`config.mk`:
```
export PLATFORM = sky130hd
export DESIGN_NAME = chunked_add_seq
export DESIGN_NICKNAME = d
export VERILOG_FILES = /design/src/rtl/chunked_add_seq_pkg.sv /design/src/rtl/chunked_add_seq_ripple_add_slice.sv /design/src/rtl/chunked_add_seq.sv
export SDC_FILE = /design/constraint.sdc
export NUM_CORES = 1
export LEC_CHECK = 0
export ABC_AREA = 1
export CAP_MARGIN = 40
export CORE_UTILIZATION = 35
export CTS_CLUSTER_SIZE = 10
export DETAILED_ROUTE_END_ITERATION = 7
export DONT_BUFFER_PORTS = 1
export PLACE_DENSITY = 0.49
export SLEW_MARGIN = 20
export SYNTH_ARGS = -nofsm -noshare
export SYNTH_HDL_FRONTEND = slang
export SYNTH_SLANG_ARGS = --single-unit
```
`constraint.sdc`:
```
create_clock -name clk -period 2.2 [get_ports clk]
set_clock_uncertainty 0.05 [all_clocks]
set_input_delay 0.11 -clock clk [delete_from_list [all_inputs] [get_ports clk]]
set_output_delay 0.11 -clock clk [all_outputs]
set_load 0.01 [all_outputs]
```
`src/rtl/chunked_add_seq_pkg.sv`:
```
// rtl/chunked_add_seq_pkg.sv - shared FSM encoding and width helper for chunked_add_seq
package chunked_add_seq_pkg;

    typedef enum logic [1:0] {
        ST_IDLE = 2'd0,
        ST_RUN  = 2'd1,
        ST_DONE = 2'd2
    } state_t;

    // Index counter width; never less than one bit so NSLICE=1 still has a counter
    function automatic int clog2_min1(input int n);
        int w;
        w = 1;
        while ((1 << w) < n) begin
            w = w + 1;
        end
        return w;
    endfunction

endpackage

```
`src/rtl/chunked_add_seq_ripple_add_slice.sv`:
```
// rtl/chunked_add_seq_ripple_add_slice.sv - combinational SLICE_W-bit ripple-carry adder slice
module ripple_add_slice #(
    parameter int SLICE_W = 2
) (
    input  logic [SLICE_W-1:0] a,
    input  logic [SLICE_W-1:0] b,
    input  logic               ci,
    output logic [SLICE_W-1:0] s,
    output logic               co
);

    logic [SLICE_W:0] w_c;

    assign w_c[0] = ci;

    for (genvar i = 0; i < SLICE_W; i++) begin : g_bit
        assign s[i]     = a[i] ^ b[i] ^ w_c[i];
        assign w_c[i+1] = (a[i] & b[i]) | (a[i] & w_c[i]) | (b[i] & w_c[i]);
    end

    assign co = w_c[SLICE_W];

endmodule

```
`src/rtl/chunked_add_seq.sv`:
```
// rtl/chunked_add_seq.sv - wide add sequenced over one narrow ripple slice
// Optional subtract port enabled by defining CHUNK_ADD_SUB_EN.
module chunked_add_seq
    import chunked_add_seq_pkg::*;
#(
    parameter int SLICE_W = 2,
    parameter int NSLICE  = 4
) (
    input  logic                       clk,
    input  logic                       reset,
    input  logic                       start,
    input  logic [SLICE_W*NSLICE-1:0]  a,
    input  logic [SLICE_W*NSLICE-1:0]  b,
    input  logic                       ci,
`ifdef CHUNK_ADD_SUB_EN
    input  logic                       sub,
`endif
    output logic                       ready,
    output logic                       busy,
    output logic                       done,
    output logic [SLICE_W*NSLICE-1:0]  sum,
    output logic                       co
);

    localparam int OP_W  = SLICE_W * NSLICE;
    localparam int IDX_W = clog2_min1(NSLICE);
    localparam logic [IDX_W-1:0] LAST_IDX = IDX_W'(NSLICE - 1);

    state_t             r_state;
    state_t             w_state_nxt;
    logic [OP_W-1:0]    r_a;
    logic [OP_W-1:0]    r_b;
    logic [OP_W-1:0]    r_sum;
    logic               r_carry;
    logic               r_co;
    logic [IDX_W-1:0]   r_idx;

    logic               w_accept;
    logic               w_last;
    logic [OP_W-1:0]    w_b_in;
    logic               w_ci_in;
    logic [SLICE_W-1:0] w_sa;
    logic [SLICE_W-1:0] w_sb;
    logic [SLICE_W-1:0] w_ss;
    logic               w_sco;

`ifdef CHUNK_ADD_SUB_EN
    // Subtract as a + ~b + 1; the forced carry-in replaces ci
    assign w_b_in  = sub ? ~b : b;
    assign w_ci_in = sub | ci;
`else
    assign w_b_in  = b;
    assign w_ci_in = ci;
`endif

    assign w_accept = start && ((r_state == ST_IDLE) || (r_state == ST_DONE));
    assign w_last   = (r_idx == LAST_IDX);

    assign w_sa = r_a[r_idx*SLICE_W +: SLICE_W];
    assign w_sb = r_b[r_idx*SLICE_W +: SLICE_W];

    ripple_add_slice #(
        .SLICE_W(SLICE_W)
    ) u_slice (
        .a  (w_sa),
        .b  (w_sb),
        .ci (r_carry),
        .s  (w_ss),
        .co (w_sco)
    );

    always_ff @(posedge clk or posedge reset) begin
        if (reset) begin
            r_state <= ST_IDLE;
        end else begin
            r_state <= w_state_nxt;
        end
    end

    always_comb begin
        w_state_nxt = r_state;
        case (r_state)
            ST_IDLE: if (start) w_state_nxt = ST_RUN;
            ST_RUN:  if (w_last) w_state_nxt = ST_DONE;
            ST_DONE: w_state_nxt = start ? ST_RUN : ST_IDLE;
            default: w_state_nxt = ST_IDLE;
        endcase
    end

    always_ff @(posedge clk or posedge reset) begin
        if (reset) begin
            r_a     <= '0;
            r_b     <= '0;
            r_sum   <= '0;
            r_carry <= 1'b0;
            r_co    <= 1'b0;
            r_idx   <= '0;
        end else if (w_accept) begin
            r_a     <= a;
            r_b     <= w_b_in;
            r_carry <= w_ci_in;
            r_idx   <= '0;
        end else if (r_state == ST_RUN) begin
            // Upper sum slices keep stale bits until their turn comes
            r_sum[r_idx*SLICE_W +: SLICE_W] <= w_ss;
            r_carry <= w_sco;
            if (w_last) begin
                r_co  <= w_sco;
                r_idx <= '0;
            end else begin
                r_idx <= r_idx + 1'b1;
            end
        end
    end

    assign ready = (r_state != ST_RUN);
    assign busy  = (r_state == ST_RUN);
    assign done  = (r_state == ST_DONE);
    assign sum   = r_sum;
    assign co    = r_co;

endmodule

```
==> results of run 1 <==
==> cell families (layout without fill, tap and decap cells) <==
family | count (synthesis) | in the layout | share of synthesized area (%)
compound gates | 20 | 20 | 7.73
fa+ha+maj | 8 | 8 | 7.26
buf+inv | 28 | 61 | 9.16
flops | 30 | 30 | 47.4
simple gates | 103 | 103 | 28.5
==> synthesized netlist by cell type, drive strengths merged <==
library cell	count	share of area (%)
inv	21	5.1
o21ai	8	2.5
a21oi	6	2.4
ha	6	4.7
dfrtp	30	47
nand2	64	16
nor2	19	5.4
nand4	1	0.39
buf	6	3.8
o211ai	6	2.8
fa	2	2.5
nand3	19	6.3
clkinv	1	0.24
==> what timing repair did <==
action / CTS / global route
buffers inserted: 0 / 0
endpoints found under the hold margin: 46 / 0
hold buffers: 27 / 0
setup endpoints to repair: 0 / 4
==> worst paths after layout <==
check	to	depth (start not counted)
max	sum[1]	9
min	r_carry	3
max reg2reg	sum[1]	9
min reg2reg	r_b[7]	2
max in group asynchronous	r_carry	3
min in group asynchronous	sum[6]	3
==> final cells by class <==
type	instances	area share, %
flip-flops and latches	30	37.7
multi-input cells	131	34.8
repair buffers	33	15.8
inverters	22	4.27
clock buffers	6	4.15
well taps	52	3.27
==> where the power goes <==
group | internal [mW] | leakage (nW) | switching, mW
sequential | 0.781 | 0.373 | 0.169
combinational | 0.563 | 0.577 | 0.860
clock | 0.241 | 0.0431 | 0.186
==> critical path, delay by kind of cell (launching register included) <==
family,cells,cell delay (ps)
AO/OA/AOI/OAI,1,180
adder cells (fa/ha/maj),2,880
buffers and inverters,1,160
flip-flops,1,400
AND/OR/NAND/NOR,5,360
==> layer usage <==
metal  global-route usage [%]  part of all wire [%]
met2                     26.0                    49
met1                     18.4                    45
met3                     5.81                   4.4
met4                     6.12                   1.1
met5                        0                     0
==> flip-flops by register name (all words and copies together), names as in the netlist <==
signal	cells
sum	8
r_carry	1
r_idx	2
r_state	2
r_b	8
r_a	8
co	1
==> through the flow <==
stage               area (µm²)  instances  hold slack [ps]
finish                    1990        274             16.6
global route              1990        274             38.6
CTS                       1990        274             4.95
detailed placement        1640        241             51.4
global placement          1640        241             48.8
floorplan                 1590        189              151
==> metrics.txt, run 1 <==
CTS tree done; final wirelength 3280 µm; worst path arrival time 2240 ps; layout cell share with drive strength beyond 1 10.8%; Syn Inst Count 189; HPWL after DPL 2380 µm; setup_tns 0 ps; leak pwr 0.993 nW; Slew Viols, Final 0; max incr delay on CP 540 ps; Setup CP Type flop to flop; slowest stage cell on the critical path fa_1; DR iter-0 viols 45; Final min period 2080 ps; Worst Path Required 2360 ps; fillers 440; Synth Cell Area 1590 µm²; Crit. End Element flop; Worst slew margin 75.1%; clock-pin slew on the worst setup and hold paths 60 ps; max frequency 0.480 GHz; Hold Crit Start start; synth warn 0; ANT cells 0; Final Util 45.7%; Least-Margin Pin Slew 374 ps; peak fanout along the critical path 5; vias in the first global route 1317; H-Tree Depth 2; I/O Buffers 0; r2r setup slk 120 ps; Die ar. 4800 µm²; worst path cell trace buf_4 -> o211ai_1 -> nand2_1 -> fa_2 -> fa_1 -> nand2_1 -> nor2_1 -> nand2_1 -> nand2_1; clock net sink count 30; Rows 24; total gr overflow 0; die height 69.3 µm; largest net degree at the start of global routing 31; via count 1299; Hold/Removal Path Class input port to flop; Clock Tree Root clkbuf_8; post-synthesis net count 217; final hold vios 0; num ports 32; GPL Wtd Cong 0.819; P&R area growth vs syn 25.6%; Yosys reg bits 30; register area 751 µm²; initial core utilization 36.4%; VDD IR-drop max 0.000484 V; Max-Cap Viols 0; DRC viols 0; pre-CTS setup slack 62.9 ps; via-per-instance ratio 4.74; initial antenna violation count 0; ANT nets after route 0; Critical Path Start r_idx[0]; Die W 69.3 µm; unrepaired setup endpoints after global routing true; commonest non-fill, non-tap cell in the layout nand2_1; status finished, final reports clean; crit share post-route 94.6%; Multi-input gate area 692 µm²; clk_lat worst skew 270 ps; most frequent CP cell nand2_1; cts repair resizes 0; Netlist cell types 25; worst reg2reg startpoint r_idx[0]; Longest Clk Path Bufs 2; commonest cells after routing, fill and taps aside nand2_1 (62), dfrtp_1 (30), dlygate4sd3_1 (27); number of CTS-inserted buffers 5; routed len/inst 12.0 µm; pwr/cell area 1410 nW/µm²; GRT Total Usage 15.7%; kind of start point of the critical path flop; Core Box Area 4350 µm²; first-pass GRT wire length 5910 µm; final setup margin 118 ps; Setup Viol. Count Final 0; total design power 2.80 mW; Avg Cell Area, Syn 8.39 µm²; register area share after synthesis 47.4%; final net count 251; Initial DRT Pass Iterations 4
Power figures use the tool's default switching activity.
==> run 2: changes to the inputs <==
- PLACE_DENSITY: 0.49 -> 0.55
==> run 2 against run 1 <==
Highest routed layer unchanged. Setup slack lost 23 ps. Critical path type unchanged. Count of clock-buffer cells in the layout shrank 1. Critical path depth is the same. Cell count grew 1.1%. Critical endpoint is now sum[5]. Non-clock buffer count grew 1.
==> metrics.txt, run 2 (synthesized netlist as in run 1, its figures left out) <==
final wirelength 3420 µm; unrepaired setup endpoints after global routing true; num ports 32; via count 1307; first-pass GRT wire length 5960 µm; DR iter-0 viols 33; HPWL after DPL 2310 µm; Setup Fix Bufs, Post-CTS 0; P&R area growth vs syn 28.7%; worst path arrival time 2280 ps; total gr overflow 0; CTS tree done; H-Tree Depth 2; Worst slew margin 74.2%; Hold Crit Start start; r2r setup slk 90 ps; Crit. End Element flop; clock net sink count 30; Hold Slack 25.4 ps; die height 69.3 µm; setup_tns 0 ps; ANT cells 0; largest net degree at the start of global routing 31; Max-Cap Viols 0; I/O Buffers 0; status finished, final reports clean; slowest stage cell on the critical path fa_1; DRC viols 0; worst reg2reg startpoint r_idx[0]; dpl cells 241; number of CTS-inserted buffers 5; Reg2Reg Capture Point sum[5]; Core Box Area 4350 µm²; max incr delay on CP 540 ps; GRT Total Usage 15.8%; buffer and inverter count on the worst path 2; Multi-input gate area 697 µm²; leak pwr 1.01 nW; GPL Wtd Cong 0.836; Non-Filler Instances 277; Hold/Removal Path Class input port to flop; routed len/inst 12.3 µm; cell depth of the worst flop-to-flop path 9; commonest non-fill, non-tap cell in the layout nand2_1; clock-pin slew on the worst setup and hold paths 70 ps; peak fanout along the critical path 4; worst hold path depth 2; Die W 69.3 µm; Longest Clk Path Bufs 2; initial core utilization 36.4%; crit share post-route 95.7%; Die ar. 4800 µm²; Endpoint, Worst Hold r_state[0]; via-per-instance ratio 4.72; pwr/cell area 1440 nW/µm²; initial antenna violation count 0; final hold vios 0; clk_lat worst skew 290 ps; Clock Tree Root clkbuf_8; Initial DRT Pass Iterations 4; total design power 2.94 mW; Final min period 2110 ps; final net count 252; most frequent CP cell nand2_1; kind of start point of the critical path flop; Slew Viols, Final 0; vias in the first global route 1350; max frequency 0.475 GHz; Top delay family on crit path adder cells; commonest cells after routing, fill and taps aside nand2_1 (62), dfrtp_1 (30), dlygate4sd3_1 (28); Setup Viol. Count Final 0; layout cell share with drive strength beyond 1 12.0%; worst path cell trace buf_6 -> o211ai_1 -> nand2_1 -> fa_2 -> fa_1 -> nand2_1 -> inv_1 -> nand3_2 -> nand2_1; Worst Path Required 2370 ps; Setup CP Type flop to flop; register area 751 µm²; fillers 443; VDD IR-drop max 0.000685 V; Rows 24; Least-Margin Pin Slew 388 ps; ANT nets after route 0
## run 2: how the worst max path moves through the flow
stage	from	to	slack, ps	cells after the start
3_3_place_gp	r_idx[0]	sum[7]	110	9
5_1_grt	r_idx[0]	sum[5]	-40	10
4_1_cts	r_idx[0]	sum[1]	70	9
2_1_floorplan	r_idx[0]	sum[7]	8	11
6_report	r_idx[0]	sum[5]	90	9
3_5_place_dp	r_idx[0]	sum[7]	100	9
## run 2: cell type report
cell class,count,area share [%]
flip-flops and latches,30,36.8
clock inverters,3,1.96
inverters,22,4.17
multi-input cells,131,34.2
repair buffers,34,16.3
well taps,52,3.19
clock buffers,5,3.37
## run 2: metal layers
metal | vias to the layer above | track usage [%] | wire length, µm
met5 | - | 0 | 0
met2 | 29 | 26.8 | 1640
met4 | 0 | 7.03 | 68
li1 | 669 | - | -
met3 | 9 | 5.23 | 143
met1 | 600 | 18.1 | 1560
## run 2: stage by stage
step / worst slack (ps) / cell area (µm²) / util (%)
6_report: 94.9 / 2040 / 46.8
5_1_grt: -39.5 / 2040 / 46.8
4_1_cts: 70.2 / 2030 / 46.6
3_5_place_dp: 95.9 / 1640 / 37.6
3_3_place_gp: 115 / 1640 / 37.6
2_1_floorplan: 7.71 / 1590 / -
## run 2: what timing repair did
action	in CTS	in global routing
setup endpoints to repair	0	4
endpoints found under the hold margin	47	0
resized for setup	0	3
hold buffers	28	0
## run 2: power by group
part / switching [mW] / total, mW / leakage, nW / internal (mW)
combinational: 0.874 / 1.45 / 0.584 / 0.571
sequential: 0.171 / 0.951 / 0.373 / 0.780
clock: 0.212 / 0.545 / 0.0579 / 0.333
total: 1.26 / 2.94 / 1.01 / 1.68
==> run 3: changes to the inputs <==
- SYNTH_HIERARCHICAL: default -> 1
==> run 3 against run 2 <==
Register-to-register slack worse by 20 ps. Critical endpoint is now sum[1]. Sequential power up 4.9%. Fmax down 0.94%. Cell count up 2.2%. Total power up 2.5%.
==> metrics.txt, run 3 <==
status finished, final reports clean; DRC viols 0; commonest non-fill, non-tap cell in the layout nand2_1; max frequency 0.471 GHz; internal power 1.67 mW; final setup margin 74.9 ps; HPWL after DPL 2230 µm; Yosys reg bits 30; Post-synth top cells nand2_1 (63), dfrtp_1 (30), inv_1 (24); post-synthesis net count 222; ANT cells 0; clock-pin slew on the worst setup and hold paths 60 ps; crit share post-route 96.6%; DR iter-0 viols 59; switching portion of total power 44.4%; clock share of power 13.5%; Syn Inst Count 194; Die W 68.4 µm; Longest Clk Path Bufs 2; Gate power share 53.4%; Flop pwr share 33.1%; unrepaired setup endpoints after global routing true; Final min period 2130 ps; Worst Path Required 2310 ps; peak fanout along the critical path 5; Area contributors post-synth dfrtp_1 (49%), nand2_1 (15%), nand3_1 (6.5%); Slew Viols, Final 0; GPL Wtd Cong 0.786; clock net sink count 30; I/O Buffers 0; GRT Total Usage 17.3%; number of CTS-inserted buffers 5; worst path cell trace inv_4 -> nor2_2 -> nor2_1 -> o21ai_1 -> nand2_1 -> inv_2 -> fa_2 -> fa_1 -> inv_2 -> buf_4 -> nand3_2 -> nand2_1; largest net degree at the start of global routing 31; final net count 261; Synth area leader dfrtp_1; count leader, synth nand2_1; pwr/cell area 1490 nW/µm²; commonest cells after routing, fill and taps aside nand2_1 (63), dfrtp_1 (29), dlygate4sd3_1 (27); Avg Cell Area, Syn 7.96 µm²; die height 68.4 µm; worst path arrival time 2240 ps; Rows 23; H-Tree Depth 2; via-per-instance ratio 4.64; Top delay family on crit path adder cells; Least-Margin Pin Slew 388 ps; Synth Cell Area 1540 µm²; Hold/Removal Path Class input port to flop; area share of the largest cell type after synthesis 48.6%; final wirelength 3430 µm; pre-CTS setup slack -41.8 ps; first-pass GRT wire length 5740 µm; initial core utilization 37.5%; register area share after synthesis 48.6%; Netlist cell types 20; final hold vios 0; buffer and inverter count on the worst path 4; VDD IR-drop max 0.000673 V; total gr overflow 0; total design power 3.01 mW; Net Sw Power 1.34 mW; routed len/inst 12.1 µm; Max-Cap Viols 0; Worst slew margin 74.1%; num ports 32; vias in the first global route 1294; P&R area growth vs syn 31.2%; leak pwr 1.03 nW; CTS tree done; Crit. End Element flop; slowest stage cell on the critical path fa_1; Setup CP Type flop to flop; initial antenna violation count 0; via count 1314; Async SR Flop Fraction 100%; EDFF count, synth 0; ANT nets after route 0; Non-Filler Instances 283; max incr delay on CP 500 ps; layout cell share with drive strength beyond 1 12.9%; synth warn 6; Hold Slack 51.0 ps; dpl cells 243; Initial DRT Pass Iterations 4; clk_lat worst skew 280 ps; ys flop type dfrtp_1; Final Util 49.2%; kind of start point of the critical path flop; Die ar. 4680 µm²; Setup Viol. Count Final 0; Clock Tree Root clkbuf_8; Core Box Area 4120 µm²
## run 3: changes by cell type in the layout (fill, tap and decap cells not counted), sizes merged, moves of 2 or more
cell / previous run / this run
buf: 6 / 11
clkbuf: 5 / 7
clkinv: 3 / 0
inv: 21 / 25
nor3: 0 / 2
o21ai: 8 / 6
## run 3: final cells by class
| class | count | area, µm² |
|---|---|---|
| Multi-Input combinational cell | 132 | 678 |
| Inverter | 25 | 96.3 |
| Fill cell | 417 | 2090 |
| Clock buffer | 7 | 76.3 |
| Tap cell | 50 | 62.6 |
| Sequential cell | 30 | 752 |
| Timing Repair inverter | 1 | 7.51 |
| Timing Repair Buffer | 38 | 353 |
## run 3: per-stage QoR
stage / area, µm² / setup TNS [ps]
floorplan: 1560 / 0
global placement: 1610 / 0
global route: 2030 / -251
CTS: 2000 / 0
detailed placement: 1610 / -102
finish: 2030 / 0
## run 3: worst paths after layout
kind                           from  endpoint  slack, ps  depth (start not counted)
setup / recovery           r_idx[0]    sum[1]         70                         12
min in group asynchronous     reset    sum[2]        310                          3
hold reg to reg              r_a[3]    r_a[3]        430                          2
hold / removal                start   r_carry         50                          3
max in group asynchronous     reset  r_idx[0]       1490                          3
setup reg to reg           r_idx[0]    sum[1]         70                         12
## run 3: cell families after synthesis
logic type | count (synthesis) | share of synthesized area, %
compound gates | 17 | 6.40
fa+ha+maj | 8 | 7.46
buf+inv | 32 | 8.83
flops | 30 | 48.6
simple gates | 107 | 28.7
## run 3: power by group through the flow
stage          Clock [mW]  Combinational (mW)  Sequential [mW]
2_1_floorplan           0                1.08            0.946
3_3_place_gp            0                1.31            0.987
3_5_place_dp            0                1.31            0.994
4_1_cts             0.424                1.51            0.997
5_1_grt             0.444                1.88             1.03
6_report            0.406                1.61            0.998
## run 3: metal layers
| metal | share of wire [%] | vias to the layer above | wire [µm] | global-route usage, % |
|---|---|---|---|---|
| met5 | 0 | - | 0 | 0 |
| met4 | 0.41 | 0 | 14 | 6.25 |
| met3 | 4.0 | 2 | 138 | 5.00 |
| met2 | 50 | 28 | 1730 | 30.6 |
| met1 | 45 | 604 | 1550 | 19.4 |
| li1 | - | 680 | - | - |
## run 3: tightest hold or removal path: stages
cell and delay, ps:
nand3b_1 90, nand3_1 80, nand2_1 60
## run 3: repair_timing
item / 4_1_cts / 5_1_grt
hold buffers: 27 / 0
resized for setup: 4 / 8
pin swaps: 4 / 7
endpoints found under the setup margin: 3 / 4
endpoints found under the hold margin: 46 / 0
buffers inserted: 4 / 1
cloned: 1 / 0
